$ cat config.mk
export PLATFORM = sky130hd
export DESIGN_NAME = prog_loader
export DESIGN_NICKNAME = d
export VERILOG_FILES = /design/src/rtl/prog_loader.sv
export SDC_FILE = /design/constraint.sdc
export NUM_CORES = 1
export LEC_CHECK = 0
export CORE_MARGIN = 4
export CORE_UTILIZATION = 45
export CTS_CLUSTER_SIZE = 25
export DETAILED_ROUTE_END_ITERATION = 10
export GPL_ROUTABILITY_DRIVEN = 0
export PLACE_DENSITY = 0.76
export SYNTH_ARGS = -nofsm -noshare
export SYNTH_HDL_FRONTEND = slang
export SYNTH_SLANG_ARGS = --single-unit
$ cat constraint.sdc
create_clock -name clk -period 1.84 [get_ports clk]
set_input_delay 0.368 -clock clk [delete_from_list [all_inputs] [get_ports clk]]
set_output_delay 0.368 -clock clk [all_outputs]
set_load 0.1 [all_outputs]
$ cat src/rtl/prog_loader.sv
// Boot-time program loader: packs a length-prefixed byte stream into 32-bit words,
// writes them to instruction memory and then releases the processor from reset.
// Optional trailing XOR checksum byte enabled by defining PROG_LOADER_CHECKSUM_EN.
module prog_loader #(
    parameter int ADDR_W = 10
) (
    input  logic              clk,
    input  logic              rst,
    input  logic [7:0]        in_data,
    input  logic              in_valid,
    output logic              in_ready,
    output logic              mem_we,
    output logic [ADDR_W-1:0] mem_addr,
    output logic [31:0]       mem_wdata,
    output logic              cpu_rst,
    output logic              done,
    output logic              err
);

    typedef enum logic [2:0] {
        S_LEN_LO,
        S_LEN_HI,
        S_DATA,
        S_DRAIN,
        S_DONE,
        S_ERROR
`ifdef PROG_LOADER_CHECKSUM_EN
        , S_CSUM
`endif
    } state_t;

`ifdef PROG_LOADER_CHECKSUM_EN
    localparam state_t DATA_EXIT = S_CSUM;
`else
    localparam state_t DATA_EXIT = S_DRAIN;
`endif

    // Largest legal word count; one bit wider than the length field so 2**16 fits.
    localparam logic [16:0] CAPACITY = 17'(2 ** ADDR_W);

    state_t              state_q, state_d;
    logic [15:0]         len_q, len_d;
    logic [15:0]         word_cnt_q, word_cnt_d;
    logic [1:0]          byte_cnt_q, byte_cnt_d;
    logic [23:0]         word_buf_q, word_buf_d;
    logic                in_ready_q, in_ready_d;
    logic                mem_we_q, mem_we_d;
    logic [ADDR_W-1:0]   mem_addr_q, mem_addr_d;
    logic [31:0]         mem_wdata_q, mem_wdata_d;
    logic                cpu_rst_q, cpu_rst_d;
    logic                done_q, done_d;
    logic                err_q, err_d;
`ifdef PROG_LOADER_CHECKSUM_EN
    logic [7:0]          csum_q, csum_d;
`endif

    logic                accept;
    logic [2:0]          lane_sel;

    assign accept = in_valid & in_ready_q;

    // One-hot select of the byte lane the next data byte lands in (lanes 0..2 are buffered).
    for (genvar gi = 0; gi < 3; gi++) begin : g_lane
        assign lane_sel[gi] = (byte_cnt_q == 2'(gi));
    end

    always_comb begin
        state_d     = state_q;
        len_d       = len_q;
        word_cnt_d  = word_cnt_q;
        byte_cnt_d  = byte_cnt_q;
        word_buf_d  = word_buf_q;
        mem_we_d    = 1'b0;
        mem_addr_d  = mem_addr_q;
        mem_wdata_d = mem_wdata_q;
`ifdef PROG_LOADER_CHECKSUM_EN
        csum_d      = csum_q;
`endif

        case (state_q)
            S_LEN_LO: begin
                if (accept) begin
                    len_d   = {8'h00, in_data};
                    state_d = S_LEN_HI;
                end
            end
            S_LEN_HI: begin
                if (accept) begin
                    len_d      = {in_data, len_q[7:0]};
                    word_cnt_d = 16'd0;
                    byte_cnt_d = 2'd0;
                    if (len_d == 16'd0) begin
                        state_d = DATA_EXIT;
                    end else if ({1'b0, len_d} > CAPACITY) begin
                        state_d = S_ERROR;
                    end else begin
                        state_d = S_DATA;
                    end
                end
            end
            S_DATA: begin
                if (accept) begin
                    byte_cnt_d = byte_cnt_q + 2'd1;
`ifdef PROG_LOADER_CHECKSUM_EN
                    csum_d     = csum_q ^ in_data;
`endif
                    for (int i = 0; i < 3; i++) begin
                        if (lane_sel[i]) begin
                            word_buf_d[8*i +: 8] = in_data;
                        end
                    end
                    if (byte_cnt_q == 2'd3) begin
                        mem_we_d    = 1'b1;
                        mem_addr_d  = word_cnt_q[ADDR_W-1:0];
                        mem_wdata_d = {in_data, word_buf_q};
                        word_cnt_d  = word_cnt_q + 16'd1;
                        if (word_cnt_q == len_q - 16'd1) begin
                            state_d = DATA_EXIT;
                        end
                    end
                end
            end
`ifdef PROG_LOADER_CHECKSUM_EN
            S_CSUM: begin
                if (accept) begin
                    state_d = (in_data == csum_q) ? S_DRAIN : S_ERROR;
                end
            end
`endif
            S_DRAIN: begin
                // Gives the final write its cycle before the processor is released.
                state_d = S_DONE;
            end
            default: begin
                state_d = state_q;
            end
        endcase

        // in_ready reflects the state being entered so it is already low in DRAIN.
        in_ready_d = (state_d == S_LEN_LO) || (state_d == S_LEN_HI) || (state_d == S_DATA)
`ifdef PROG_LOADER_CHECKSUM_EN
                     || (state_d == S_CSUM)
`endif
                     ;
        cpu_rst_d = (state_q != S_DONE);
        done_d    = (state_q == S_DONE);
        err_d     = (state_d == S_ERROR);
    end

    always_ff @(posedge clk) begin
        if (rst) begin
            state_q     <= S_LEN_LO;
            len_q       <= 16'd0;
            word_cnt_q  <= 16'd0;
            byte_cnt_q  <= 2'd0;
            word_buf_q  <= 24'd0;
            in_ready_q  <= 1'b0;
            mem_we_q    <= 1'b0;
            mem_addr_q  <= '0;
            mem_wdata_q <= 32'd0;
            cpu_rst_q   <= 1'b1;
            done_q      <= 1'b0;
            err_q       <= 1'b0;
`ifdef PROG_LOADER_CHECKSUM_EN
            csum_q      <= 8'h00;
`endif
        end else begin
            state_q     <= state_d;
            len_q       <= len_d;
            word_cnt_q  <= word_cnt_d;
            byte_cnt_q  <= byte_cnt_d;
            word_buf_q  <= word_buf_d;
            in_ready_q  <= in_ready_d;
            mem_we_q    <= mem_we_d;
            mem_addr_q  <= mem_addr_d;
            mem_wdata_q <= mem_wdata_d;
            cpu_rst_q   <= cpu_rst_d;
            done_q      <= done_d;
            err_q       <= err_d;
`ifdef PROG_LOADER_CHECKSUM_EN
            csum_q      <= csum_d;
`endif
        end
    end

    assign in_ready  = in_ready_q;
    assign mem_we    = mem_we_q;
    assign mem_addr  = mem_addr_q;
    assign mem_wdata = mem_wdata_q;
    assign cpu_rst   = cpu_rst_q;
    assign done      = done_q;
    assign err       = err_q;

endmodule

==> flow_summary.json <==
{
  "syn_area_per_cell_um2": 8.12,
  "yosysSeqAreaShare_pct": 46.4,
  "fin_ws_ns": -0.155,
  "portBuffers": 57,
  "yosys.area_share.simple_pct": 25.2,
  "final_common_cell": "nand2_1",
  "syn-num-nets": 591,
  "clock_path_buffers": 2,
  "violations": "negative setup slack",
  "insertedDiodeCount": 0,
  "nets": 684,
  "rsz0062_at_grt": "yes",
  "ctsHtreeMaxLevel": 3,
  "postSynthCellCount": 574,
  "io_pins": 58,
  "finalCritPeriodShare_pct": 108,
  "drtIter0Drc": 254,
  "core_um2": 9910,
  "p_seq_share_pct": 56.0,
  "status": "finished, violations left",
  "wl_per_cell_um": 15.8,
  "finClkSkew_ns": 0.0149,
  "synth-seq-cells": 108,
  "maxCapViolations": 0,
  "finalMaxSlewViolations": 0,
  "setup_tns_ns": -0.305,
  "layout.cells.non_filler": 804,
  "holdWs_ns": 0.264,
  "r2r_cells": 8,
  "path_class": "reg -> reg",
  "vias_per_cell": 5.48,
  "clk_pin_slew_ns": 0.11,
  "finalPower_mw": 4.25,
  "worst_r2r_endpoint": "state_q[0]$_SDFF_PP0_",
  "fmax_ghz": 0.501,
  "r2r_start": "len_q[0]$_SDFFE_PP0P_",
  "track_usage_pct": 21.3,
  "hold_viol_final": 0,
  "endpoint_kind": "flop",
  "synth_compound_area_share_pct": 15.5,
  "grt_max_degree": 58,
  "ant_nets": 0,
  "worst_ep_arrival_time_ns": 2.30,
  "drc": 0,
  "synth-main-ff-cell": "dfxtp_1",
  "antenna_found_initial": 0,
  "rows": 36,
  "ff_latch_area_um2": 2180,
  "place_hpwl_um": 8720,
  "endpoint": "state_q[0]$_SDFF_PP0_",
  "switching_power_mw": 1.16,
  "p_sw_share_pct": 27.4,
  "final_cell_mix": "126 x nand2_1, 101 x dfxtp_1, 77 x a21oi_1",
  "netlist_area_um2": 4660,
  "drt-total-wl_um": 12700,
  "cts.sinks": 108,
  "synthAdderAreaFrac_pct": 1.61,
  "multi_input_area_um2": 2490,
  "initial_core_util_pct": 47.0,
  "layout-drive-gt1-share_pct": 26.7,
  "yosys_warnings": 0,
  "routed-via-count": 4408,
  "clk_latency_ns": 0.38,
  "cts_buffers": 9,
  "area_growth_pct": 42.3,
  "p_leak_nw": 2.39,
  "synth_top_family_by_area": "simple AND/OR/NAND/NOR gates",
  "grt_pass1_vias": 4230,
  "synth_cell_types": 54,
  "placed_area_um2": 6180,
  "required_ns": 2.15,
  "final.min_clock_period_ns": 1.99,
  "synth_xor_area_share_pct": 6.20,
  "cts_tree": "yes",
  "chipWidth_um": 110,
  "grt_overflow": 0,
  "dieHeight_um": 110,
  "ys_async_sr_fraction_pct": 0,
  "synth_edf_count": 0,
  "final_cell_area_um2": 6630,
  "tightest_slew_ns": 0.422,
  "cts_hold_buf": 0,
  "cp-startpoint": "len_q[0]$_SDFFE_PP0P_",
  "powerDensity_nw_per_um2": 642,
  "place_inst": 779,
  "final-setup-viol-count": 3,
  "grt_pass1_wl_um": 20300,
  "slew_headroom_pct": 71.7,
  "dieArea_um2": 12000,
  "drtPass1Iterations": 5,
  "synth.area.mux_share_pct": 0.215,
  "fill_cells": 768,
  "cp_max_fo": 3,
  "p_int_mw": 3.09,
  "cp-start-kind": "flop",
  "combPwrFrac_pct": 11.7,
  "clockPowerShare_pct": 32.3,
  "regToRegSetupSlack_ns": -0.15,
  "irDropWorstVdd_v": 0.000469,
  "min_path_type": "in -> reg",
  "root_buffer": "clkbuf_8"
}
## worst max-delay path, stage by stage, from the launching register on
cell	delay, ns
dfxtp_2	0.34
inv_2	0.06
ha_4	0.13
and2b_2	0.22
nand4_4	0.13
or3b_1	0.37
a211o_1	0.31
a211oi_2	0.21
a22o_1	0.16
## kinds of logic (layout without fill, tap and decap cells)
group,Yosys count,after routing
simple gates,253,253
compound gates,122,122
flops,108,108
buf+inv,51,148
xor+xnor,33,33
fa+ha+maj,6,6
mux,1,1
## registers in the layout, indices dropped and copies added, names as in the netlist, 2 cells and up
register / flops
mem_addr: 10
word_cnt_q: 16
word_buf_q: 24
mem_wdata: 32
len_q: 16
byte_cnt_q: 2
state_q: 3
## final cells by class
class	instances	area share [%]
well taps	133	2.51
multi-input cells	415	37.6
repair buffers	123	23.8
clock buffers	9	1.87
inverters	10	0.566
flip-flops and latches	108	32.8
clock inverters	6	0.830
## worst min path at each step
| stage | start | end | slack [ns] | cells past startpoint |
|---|---|---|---|---|
| 3_5_place_dp | word_buf_q[10]$_SDFFE_PP0P_ | word_buf_q[10]$_SDFFE_PP0P_ | 0.45 | 2 |
| 2_1_floorplan | word_buf_q[0]$_SDFFE_PP0P_ | mem_wdata[0]$_SDFFE_PP0P_ | 0.43 | 2 |
| 5_1_grt | rst | state_q[1]$_SDFF_PP0_ | 0.26 | 2 |
| 6_report | rst | state_q[1]$_SDFF_PP0_ | 0.26 | 2 |
| 3_3_place_gp | word_buf_q[17]$_SDFFE_PP0P_ | mem_wdata[17]$_SDFFE_PP0P_ | 0.44 | 2 |
| 4_1_cts | rst | state_q[1]$_SDFF_PP0_ | 0.26 | 2 |
## synth_stat cells, types with 3 or more instances
master	number	area, um2
a21oi_1	80	400
a22oi_1	11	82.6
a31oi_1	4	25.0
and4_1	3	26.3
buf_1	6	22.5
buf_2	3	15.0
buf_4	4	30.0
clkbuf_1	26	97.6
dfxtp_1	108	2160
ha_1	6	75.1
inv_1	10	37.5
nand2_1	130	488
nand3_1	34	170
nand4_1	6	37.5
nor2_1	38	143
nor2b_1	3	18.8
nor3_1	10	50.1
nor4_1	4	25.0
o21ai_0	10	50.1
or3_1	4	25.0
xnor2_1	20	175
xor2_1	13	114
## layer usage
layer / GRT usage (%) / share of wire (%)
met1: 26.8 / 41
met2: 36.2 / 50
met3: 3.64 / 5.8
met4: 8.28 / 2.6
met5: 0 / 0
## timing repair
| action | CTS | global route |
|---|---|---|
| pin swaps | 6 | 16 |
| buffers inserted | 7 | 3 |
| gates resized for setup | 9 | 34 |
| endpoints found under the setup margin | 10 | 85 |
| gates cloned | 0 | 1 |
## metrics by stage
stage / setup slack (ns) / utilization, %
floorplan: -0.00253 / -
global placement: -0.379 / 62.4
detailed placement: -0.447 / 62.4
CTS: -0.144 / 65.1
global route: -0.231 / 66.9
finish: -0.155 / 66.9
## power groups by stage
stage | clock network, mW | logic, mW | registers (mW)
floorplan | 0 | 0.247 | 2.45
global placement | 0 | 0.420 | 2.43
detailed placement | 0 | 0.433 | 2.43
CTS | 1.39 | 0.457 | 2.38
global route | 1.49 | 0.532 | 2.39
finish | 1.37 | 0.496 | 2.38
No activity file was read; power rests on OpenSTA's default activity.
